$ cat config.mk
export PLATFORM = sky130hd
export DESIGN_NAME = hex_entry_buffer_flat
export DESIGN_NICKNAME = d
export VERILOG_FILES = /design/src/rtl/hex_entry_buffer_if.sv /design/src/rtl/hex_entry_buffer.sv /design/src/flat_wrapper.sv
export SDC_FILE = /design/constraint.sdc
export NUM_CORES = 1
export LEC_CHECK = 0
export ABC_CLOCK_PERIOD_IN_PS = 5170
export BUFFER_PORTS_ARGS = -buffer_cell sky130_fd_sc_hd__buf_2
export CORE_AREA = 2 2 103 105
export CTS_CLUSTER_SIZE = 40
export DETAILED_ROUTE_END_ITERATION = 12
export DIE_AREA = 0 0 105 107
export GPL_TIMING_DRIVEN = 0
export PLACE_DENSITY = 0.54
export SLEW_MARGIN = 20
export SYNTH_ARGS = -nofsm -noshare
export SYNTH_HDL_FRONTEND = slang
export SYNTH_SLANG_ARGS = --single-unit
$ cat constraint.sdc
create_clock -name clk -period 5.17 [get_ports clk]
set_input_delay 1.034 -clock clk [delete_from_list [all_inputs] [get_ports clk]]
set_output_delay 1.034 -clock clk [all_outputs]
set_load 0.01 [all_outputs]
$ cat src/rtl/hex_entry_buffer_if.sv
// Event/entry bus between the switch-input decoder and the hex entry buffer.
interface hex_entry_buffer_if;
  logic [3:0]  hex;
  logic        pulse;
  logic        del;
  logic        clr;
  logic [31:0] value;
  logic [3:0]  count;
  logic        full;
  logic        ovf;
  logic [3:0]  seg_data;
  logic [2:0]  seg_an;

  modport master (
    output hex, pulse, del, clr,
    input  value, count, full, ovf, seg_data, seg_an
  );

  modport slave (
    input  hex, pulse, del, clr,
    output value, count, full, ovf, seg_data, seg_an
  );
endinterface

$ cat src/rtl/hex_entry_buffer.sv
// Eight-digit hex entry register with backspace/clear and a multiplexed 7-segment scan.
module hex_entry_buffer #(
  parameter int unsigned SCAN_DIV = 250000
) (
  input logic              clk,
  input logic              rst,
  hex_entry_buffer_if.slave bus
);

  localparam int unsigned DIV_W     = (SCAN_DIV > 1) ? $clog2(SCAN_DIV) : 1;
  localparam int unsigned MAX_DIGIT = 8;

  logic [31:0]      value_q, value_d;
  logic [3:0]       count_q, count_d;
  logic             ovf_q, ovf_d;
  logic [DIV_W-1:0] div_cnt;
  logic [2:0]       seg_an_q;
  logic [31:0]      value_shift;

  // Entry update: clr beats del beats pulse; one action per cycle.
  always_comb begin
    value_d = value_q;
    count_d = count_q;
    ovf_d   = 1'b0;
    if (bus.clr) begin
      value_d = '0;
      count_d = '0;
    end else if (bus.del) begin
      if (count_q != 4'd0) begin
        value_d = {4'h0, value_q[31:4]};
        count_d = count_q - 4'd1;
      end
    end else if (bus.pulse) begin
      if (count_q < 4'(MAX_DIGIT)) begin
        value_d = {value_q[27:0], bus.hex};
        count_d = count_q + 4'd1;
      end else begin
        ovf_d = 1'b1;
      end
    end
  end

  // Entry registers.
  always_ff @(posedge clk) begin
    if (rst) begin
      value_q <= '0;
      count_q <= '0;
      ovf_q   <= 1'b0;
    end else begin
      value_q <= value_d;
      count_q <= count_d;
      ovf_q   <= ovf_d;
    end
  end

  // Display scan: hold each digit index for SCAN_DIV cycles, free-running.
  always_ff @(posedge clk) begin
    if (rst) begin
      div_cnt  <= '0;
      seg_an_q <= '0;
    end else if (div_cnt == DIV_W'(SCAN_DIV - 1)) begin
      div_cnt  <= '0;
      seg_an_q <= seg_an_q + 3'd1;
    end else begin
      div_cnt  <= div_cnt + DIV_W'(1);
    end
  end

  // Digit select into the live value, so seg_data tracks value with no lag.
  assign value_shift  = value_q >> {seg_an_q, 2'b00};
  assign bus.seg_data = value_shift[3:0];

  assign bus.value  = value_q;
  assign bus.count  = count_q;
  assign bus.full   = (count_q == 4'(MAX_DIGIT));
  assign bus.ovf    = ovf_q;
  assign bus.seg_an = seg_an_q;

endmodule

$ cat src/flat_wrapper.sv
// flat-port wrapper written by rule: the top's interface ports become plain ports
module hex_entry_buffer_flat 
#(
  parameter int unsigned SCAN_DIV = 250000
)
  (clk, rst, bus_hex, bus_pulse, bus_del, bus_clr, bus_value, bus_count, bus_full, bus_ovf, bus_seg_data, bus_seg_an);
  hex_entry_buffer_if bus_i ();
  input logic clk;
  input logic rst;
  input wire logic [$bits(bus_i.hex)-1:0] bus_hex;
  input wire logic [$bits(bus_i.pulse)-1:0] bus_pulse;
  input wire logic [$bits(bus_i.del)-1:0] bus_del;
  input wire logic [$bits(bus_i.clr)-1:0] bus_clr;
  output wire logic [$bits(bus_i.value)-1:0] bus_value;
  output wire logic [$bits(bus_i.count)-1:0] bus_count;
  output wire logic [$bits(bus_i.full)-1:0] bus_full;
  output wire logic [$bits(bus_i.ovf)-1:0] bus_ovf;
  output wire logic [$bits(bus_i.seg_data)-1:0] bus_seg_data;
  output wire logic [$bits(bus_i.seg_an)-1:0] bus_seg_an;
  assign bus_i.hex = bus_hex;
  assign bus_i.pulse = bus_pulse;
  assign bus_i.del = bus_del;
  assign bus_i.clr = bus_clr;
  assign bus_value = bus_i.value;
  assign bus_count = bus_i.count;
  assign bus_full = bus_i.full;
  assign bus_ovf = bus_i.ovf;
  assign bus_seg_data = bus_i.seg_data;
  assign bus_seg_an = bus_i.seg_an;
  hex_entry_buffer #(.SCAN_DIV(SCAN_DIV)) u_core (.clk(clk), .rst(rst), .bus(bus_i));
endmodule
==> results.cfg, run 1 <==
[flow_run]
drv_cap = 0

[route]
wl_met1_mm = 3.458
vias = 2425
firstDrtPassIters = 4
met2_length_mm = 3.483
wl_per_cell_microns = 14.93
drc = 0
ant_nets = 0
viasPerCell = 4.889
drt_iter0_markers = 96
wl_met3_microns = 381
topRoutingLayerUsed = met4
drt-total-wl_mm = 7.403

[grt]
grt_pass1_vias = 2434
grt_usage = 0.1411
grt_pass1_wl_mm = 12.33
grt_max_degree = 11
antenna_found_initial = 0
grt.overflow.total = 0

[logic_synthesis]
async_flop_share = 0
netlist-cell-type-count = 41
synth_top_area_share = 0.4070
synth_ff_type = dfxtp_1
synth_nets = 306
netlist_area_sq_mm = 0.002853
synth_seq_area_share = 0.4070
synthCells = 292
synth_edf_count = 0
yosys.area.top_type = dfxtp_1
ys_ff_latch = 58
synthTopCellsByCount = dfxtp_1, nor2_1, mux2i_1
synth_most_common_cell = dfxtp_1
synth_area_leaders = dfxtp_1, mux2i_1, a211oi_1, nor2_1, mux4_2
synth_area_per_cell_sq_um = 9.770
yosys_warnings = 0

[finish]
design_area_sq_mm = 0.003457
syn_to_final_growth_pct = 21.18
drive_gt1_frac = 0.2583
antenna_cells = 0
final_nets = 370

[timing]
max_freq_mhz = 297.6
finalCriticalPeriod_ps = 3360
fin_ws_ps = 1810
rsz0062_at_grt = false
max_slew.worst_pin.slew_ps = 734.8
hold_violations = 0
relSlewSlack = 0.5102
slew_viol_final = 0
tns_ps = 0
setup_viol = 0
period_share = 0.6500
finalClockSkew_ps = 11.87

[placed_design]
dp_slack_ps = 2127
gp_congestion = 0.7699
io_buffers = 53
dp_hpwl_mm = 5.385
place_area_sq_mm = 0.003288

[critical_path]
timing.rr.end = u_core.div_cnt[6]$_SDFF_PP0_
rrSetupSlack_ps = 3190
crit_type = reg -> out
rr_startpoint = u_core.div_cnt[10]$_SDFF_PP0_
worstRegToRegCells = 5
arrival_ps = 2330
cp.required_ps = 4140
worstSetupEndpointType = output pin
critPathMaxFanout = 10
start_kind = flip-flop

[die]
dieWidth_microns = 105
dieArea_sq_mm = 0.01124
start_util = 0.2827
rows = 37
die_h_microns = 107
coreArea_sq_mm = 0.01009
ios = 54

[cts]
cts_tree = done
clk_pin_slew_ps = 60
ctsHoldBuffers = 0
cts_inserted_buffers = 9
root_buffer = clkbuf_8
cts_buffer_depth = 2
cts.repair.resized = 0
clk_latency_ps = 340
cts.sinks = 58
htreeDepth = 3
post-cts-setup-buffer-count = 0

[min_path]
hp-class = reg -> reg
min_path_cells = 1
worst_hold_startpoint = u_core.div_cnt[0]$_SDFF_PP0_
hold_end = u_core.div_cnt[0]$_SDFF_PP0_

[pwr]
p_int_mw = 0.7021
p_sw_mw = 0.2902
power_density_mw_per_mm2 = 287.1
peakVddDrop_uv = 98.00
switching_share = 0.2925
p_clk_frac = 0.371
finalPower_mw = 0.9924
p_seq_frac = 0.489
power.leakage_nw = 1.376
p_comb_frac = 0.140

[run_status]
status = finished clean
[power by group through the flow]
stage | clock network, mW | logic, mW | registers [mW]
CTS | 0.377 | 0.140 | 0.485
finish | 0.368 | 0.139 | 0.485
global placement | 0 | 0.136 | 0.495
global route | 0.399 | 0.156 | 0.488
floorplan | 0 | 0.0871 | 0.497
detailed placement | 0 | 0.140 | 0.496
[sequential cells by signal (all words and copies together), names as in the netlist]
signal / cells
u_core.bus.count: 4
u_core.div_cnt: 18
u_core.bus.seg_an: 3
u_core.bus.ovf: 1
u_core.bus.value: 32
[cell families after synthesis]
family	share of synthesized area
compound gates	0.1224
simple gates	0.1640
fa+ha+maj	0.02456
mux	0.1956
buf+inv	0.04035
xor+xnor	0.04605
flops	0.4070
[through the flow]
step,utilization,hold slack [ps],std cells
after global placement,0.3258,478.0,481
final,0.3425,494.8,496
after detailed placement,0.3258,479.0,481
after CTS,0.3425,494.2,496
after floorplan,-,451.8,292
after global routing,0.3425,530.0,496
[routing by layer]
metal	up-vias	GRT usage
li1	1185	-
met4	0	0.03714
met5	-	0
met2	62	0.2314
met1	1170	0.1780
met3	8	0.04742
[placed cells by master, fill, tap and decap left out, types with 2 or more instances in the layout]
cell type  count
dfxtp_1       58
clkbuf_1      15
clkinv_2       3
mux4_2         8
mux2_2         6
a211oi_1      29
xor2_1         2
inv_1          9
nor2_1        52
buf_2         55
xnor2_1       13
a22o_1         3
nor4_1         7
nand2_1        6
nand4_1        6
ha_1           4
nand3_1        5
clkbuf_8      10
a31oi_1        2
a31o_2         2
mux2i_1       31
nand2b_1       3
nor3_1         6
nor2b_1        2
a21oi_1        3
[how the worst max path moves through the flow]
stage                                       from               to  cells after the start
3_3_place_gp   u_core.bus.seg_an[0]$_SDFFE_PP0N_  bus_seg_data[0]                      4
3_5_place_dp   u_core.bus.seg_an[0]$_SDFFE_PP0N_  bus_seg_data[0]                      4
6_report       u_core.bus.seg_an[0]$_SDFFE_PP0N_  bus_seg_data[0]                      4
5_1_grt        u_core.bus.seg_an[0]$_SDFFE_PP0N_  bus_seg_data[0]                      4
4_1_cts        u_core.bus.seg_an[0]$_SDFFE_PP0N_  bus_seg_data[0]                      4
2_1_floorplan  u_core.bus.seg_an[0]$_SDFFE_PP0N_  bus_seg_data[0]                      3
[final cells by class]
cell class,count,area (sq um)
fill,1085,6635
multi-input combinational,206,1577
sequential,58,1161
timing repair buffer,53,265.3
tap,136,170.2
clock buffer,10,137.6
buffer,19,81.33
inverter,9,33.78
clock inverter,5,31.28
[worst max-delay path, cell delays in order (launching register included)]
cell      delay [ps]
dfxtp_1          370
clkbuf_1         570
mux4_2           610
mux2_2           300
buf_2            150
Note: power is estimated with default switching activity, not from simulation.
==> run 2, diff against run 1 <==
--- a/config.mk
+++ b/config.mk
@@ -5,12 +5,13 @@
 export SDC_FILE = /design/constraint.sdc
 export NUM_CORES = 1
 export LEC_CHECK = 0
-export ABC_CLOCK_PERIOD_IN_PS = 5170
+export ABC_AREA = 1
+export ABC_CLOCK_PERIOD_IN_PS = 3200
 export BUFFER_PORTS_ARGS = -buffer_cell sky130_fd_sc_hd__buf_2
-export CORE_AREA = 2 2 103 105
+export CORE_AREA = 2 2 106 108
 export CTS_CLUSTER_SIZE = 40
 export DETAILED_ROUTE_END_ITERATION = 12
-export DIE_AREA = 0 0 105 107
+export DIE_AREA = 0 0 108 110
 export GPL_TIMING_DRIVEN = 0
 export PLACE_DENSITY = 0.54
 export SLEW_MARGIN = 20
==> constraint.sdc (replaced) <==
create_clock -name clk -period 3.2 [get_ports clk]
set_input_delay 0.64 -clock clk [delete_from_list [all_inputs] [get_ports clk]]
set_output_delay 0.64 -clock clk [all_outputs]
set_load 0.01 [all_outputs]
==> results.cfg, run 2 <==
[run_status]
status = finished clean

[logic_synthesis]
synth_area_per_cell_sq_um = 6.612
yosys_warnings = 0
synthCells = 460
synthTopCellsByCount = nand2_1, nor2_1, o21ai_0
synth_edf_count = 0
synth_top_area_share = 0.3817
async_flop_share = 0
yosys.area.top_type = dfxtp_1
synth_most_common_cell = nand2_1
netlist-cell-type-count = 29
synth_area_leaders = dfxtp_1, o21ai_0, nand2_1, nor2_1, inv_1
synth_ff_type = dfxtp_1
synth_nets = 474
ys_ff_latch = 58
netlist_area_sq_mm = 0.003042
synth_seq_area_share = 0.3817

[timing]
max_slew.worst_pin.slew_ps = 607.2
rsz0062_at_grt = false
relSlewSlack = 0.5937
period_share = 0.7629
finalCriticalPeriod_ps = 2441
tns_ps = 0
slew_viol_final = 0
setup_viol = 0
max_freq_mhz = 409.6
finalClockSkew_ps = 14.37
hold_violations = 0

[cts]
root_buffer = clkbuf_8
htreeDepth = 3
cts_tree = done
cts_inserted_buffers = 9
clk_latency_ps = 350
cts_buffer_depth = 2
post-cts-setup-buffer-count = 0
ctsHoldBuffers = 0
cts.repair.resized = 0
cts.sinks = 58
clk_pin_slew_ps = 70

[finish]
largest_reg_flops = 32
nFillCells = 1222
antenna_cells = 0
final_nets = 538
seq_area_sq_mm = 0.001161
multi_input_area_sq_mm = 0.001618
stdcell_count = 669
final_cell_mix = nand2_1, nor2_1, o21ai_0
syn_to_final_growth_pct = 21.97
final_common_cell = nand2_1
drive_gt1_frac = 0.1758

[critical_path]
critPathSlowestCell = dfxtp_1
rrSetupSlack_ps = 1670
arrival_ps = 1800
rr_startpoint = u_core.div_cnt[0]$_SDFF_PP0_
cp_num_cells = 5
start_kind = flip-flop
worstSetupEndpointType = output pin
worstRegToRegCells = 7
crit_buf_inv = 2
crit_family = buffers and inverters
slowest_delay_ps = 460
cp.required_ps = 2560
crit_type = reg -> out
cpMostUsedCell = o21ai_0
critPathMaxFanout = 10
timing.rr.end = u_core.div_cnt[4]$_SDFF_PP0_
cp-startpoint = u_core.bus.seg_an[0]$_SDFFE_PP0N_
cp_cell_sequence = clkbuf_1 -> o21ai_0 -> o21ai_0 -> o21a_1 -> buf_2

[min_path]
worst_hold_startpoint = u_core.div_cnt[0]$_SDFF_PP0_
min_path_cells = 1
hp-class = reg -> reg
hold_end = u_core.div_cnt[0]$_SDFF_PP0_

[grt]
grt_usage = 0.1555
grt_max_degree = 12
antenna_found_initial = 0
grt_pass1_vias = 2874
grt_pass1_wl_mm = 14.32
grt.overflow.total = 0

[flow_run]
drv_cap = 0

[placed_design]
dp_hpwl_mm = 6.557
io_buffers = 53
dp_cells = 653
gp_congestion = 0.8456

[die]
dieWidth_microns = 108
ios = 54
start_util = 0.2843
rows = 38
coreArea_sq_mm = 0.01070
die_h_microns = 110
dieArea_sq_mm = 0.01188

[pwr]
peakVddDrop_uv = 175.3
power.leakage_nw = 1.671
power_density_mw_per_mm2 = 475.5

[route]
viasPerCell = 4.734
vias = 3167
drt-total-wl_mm = 8.848
drc = 0
wl_per_cell_microns = 13.23
ant_nets = 0
firstDrtPassIters = 4
drt_iter0_markers = 194
==> run 2: changes by cell type after synthesis, sizes merged, moves of 29 or more <==
| cell | change |
|---|---|
| inv | +31 |
| mux2i | -31 |
| nor2 | +41 |
| nand2 | +90 |
| o21ai | +76 |
| a211oi | -29 |
==> run 2: metal layers <==
layer	vias up	track usage	routed length, microns	part of all wire
li1	1608	-	-	-
met1	1468	0.2052	4252	0.48
met2	84	0.2498	3979	0.45
met3	7	0.04292	536	0.061
met4	0	0.04396	80	0.0090
met5	-	0	0	0
==> run 2: worst reg2reg max path, cell delays in order, from the launching register on <==
cell     delay (ps)
dfxtp_1         350
ha_1            220
nand3_2         150
nor3_4          270
nand2_4         100
nand2_4         140
buf_8           150
nor2_1           40
==> run 2: area by class of cell <==
cell class,instances,share of cell area
multi-input cells,341,0.4361
flip-flops and latches,58,0.3130
repair buffers,53,0.07150
well taps,140,0.04722
inverters,41,0.04148
clock buffers,10,0.03710
plain buffers,20,0.02934
clock inverters,6,0.02428
==> run 2: stage by stage <==
stage            util  setup WS, ps  area (sq um)  hold slack [ps]  total power [mW]
5_1_grt        0.3468         593.1          3710            475.6             1.845
6_report       0.3468         758.6          3710            444.8             1.764
3_3_place_gp   0.3255          1036          3482            427.7             1.002
4_1_cts        0.3468         777.8          3710            450.4             1.779
3_5_place_dp   0.3255          1040          3482            440.8             1.004
2_1_floorplan       -          1448          3042            417.3            0.9233
==> run 2: kinds of logic after synthesis <==
group / after synthesis / share of synthesized area
XOR/XNOR: 8 / 0.02304
buffers and inverters: 61 / 0.08638
adder cells (fa/ha/maj): 5 / 0.02304
AND/OR/NAND/NOR: 220 / 0.3040
flip-flops: 58 / 0.3817
AO/OA/AOI/OAI: 108 / 0.1818
==> run 2: worst max-delay path by stage <==
stage,end,slack [ps]
after CTS,bus_seg_data[2],780
after global routing,bus_seg_data[2],590
after detailed placement,u_core.bus.count[1]$_SDFFE_PP0P_,1040
final,bus_seg_data[2],760
after global placement,u_core.bus.count[1]$_SDFFE_PP0P_,1040
after floorplan,bus_seg_data[2],1450
==> run 2: where the power goes <==
part           internal (mW)  total (mW)  switching [mW]  leakage, nW
combinational         0.0743       0.213           0.138         1.09
sequential             0.747       0.774          0.0272        0.471
clock                  0.461       0.777           0.316        0.112
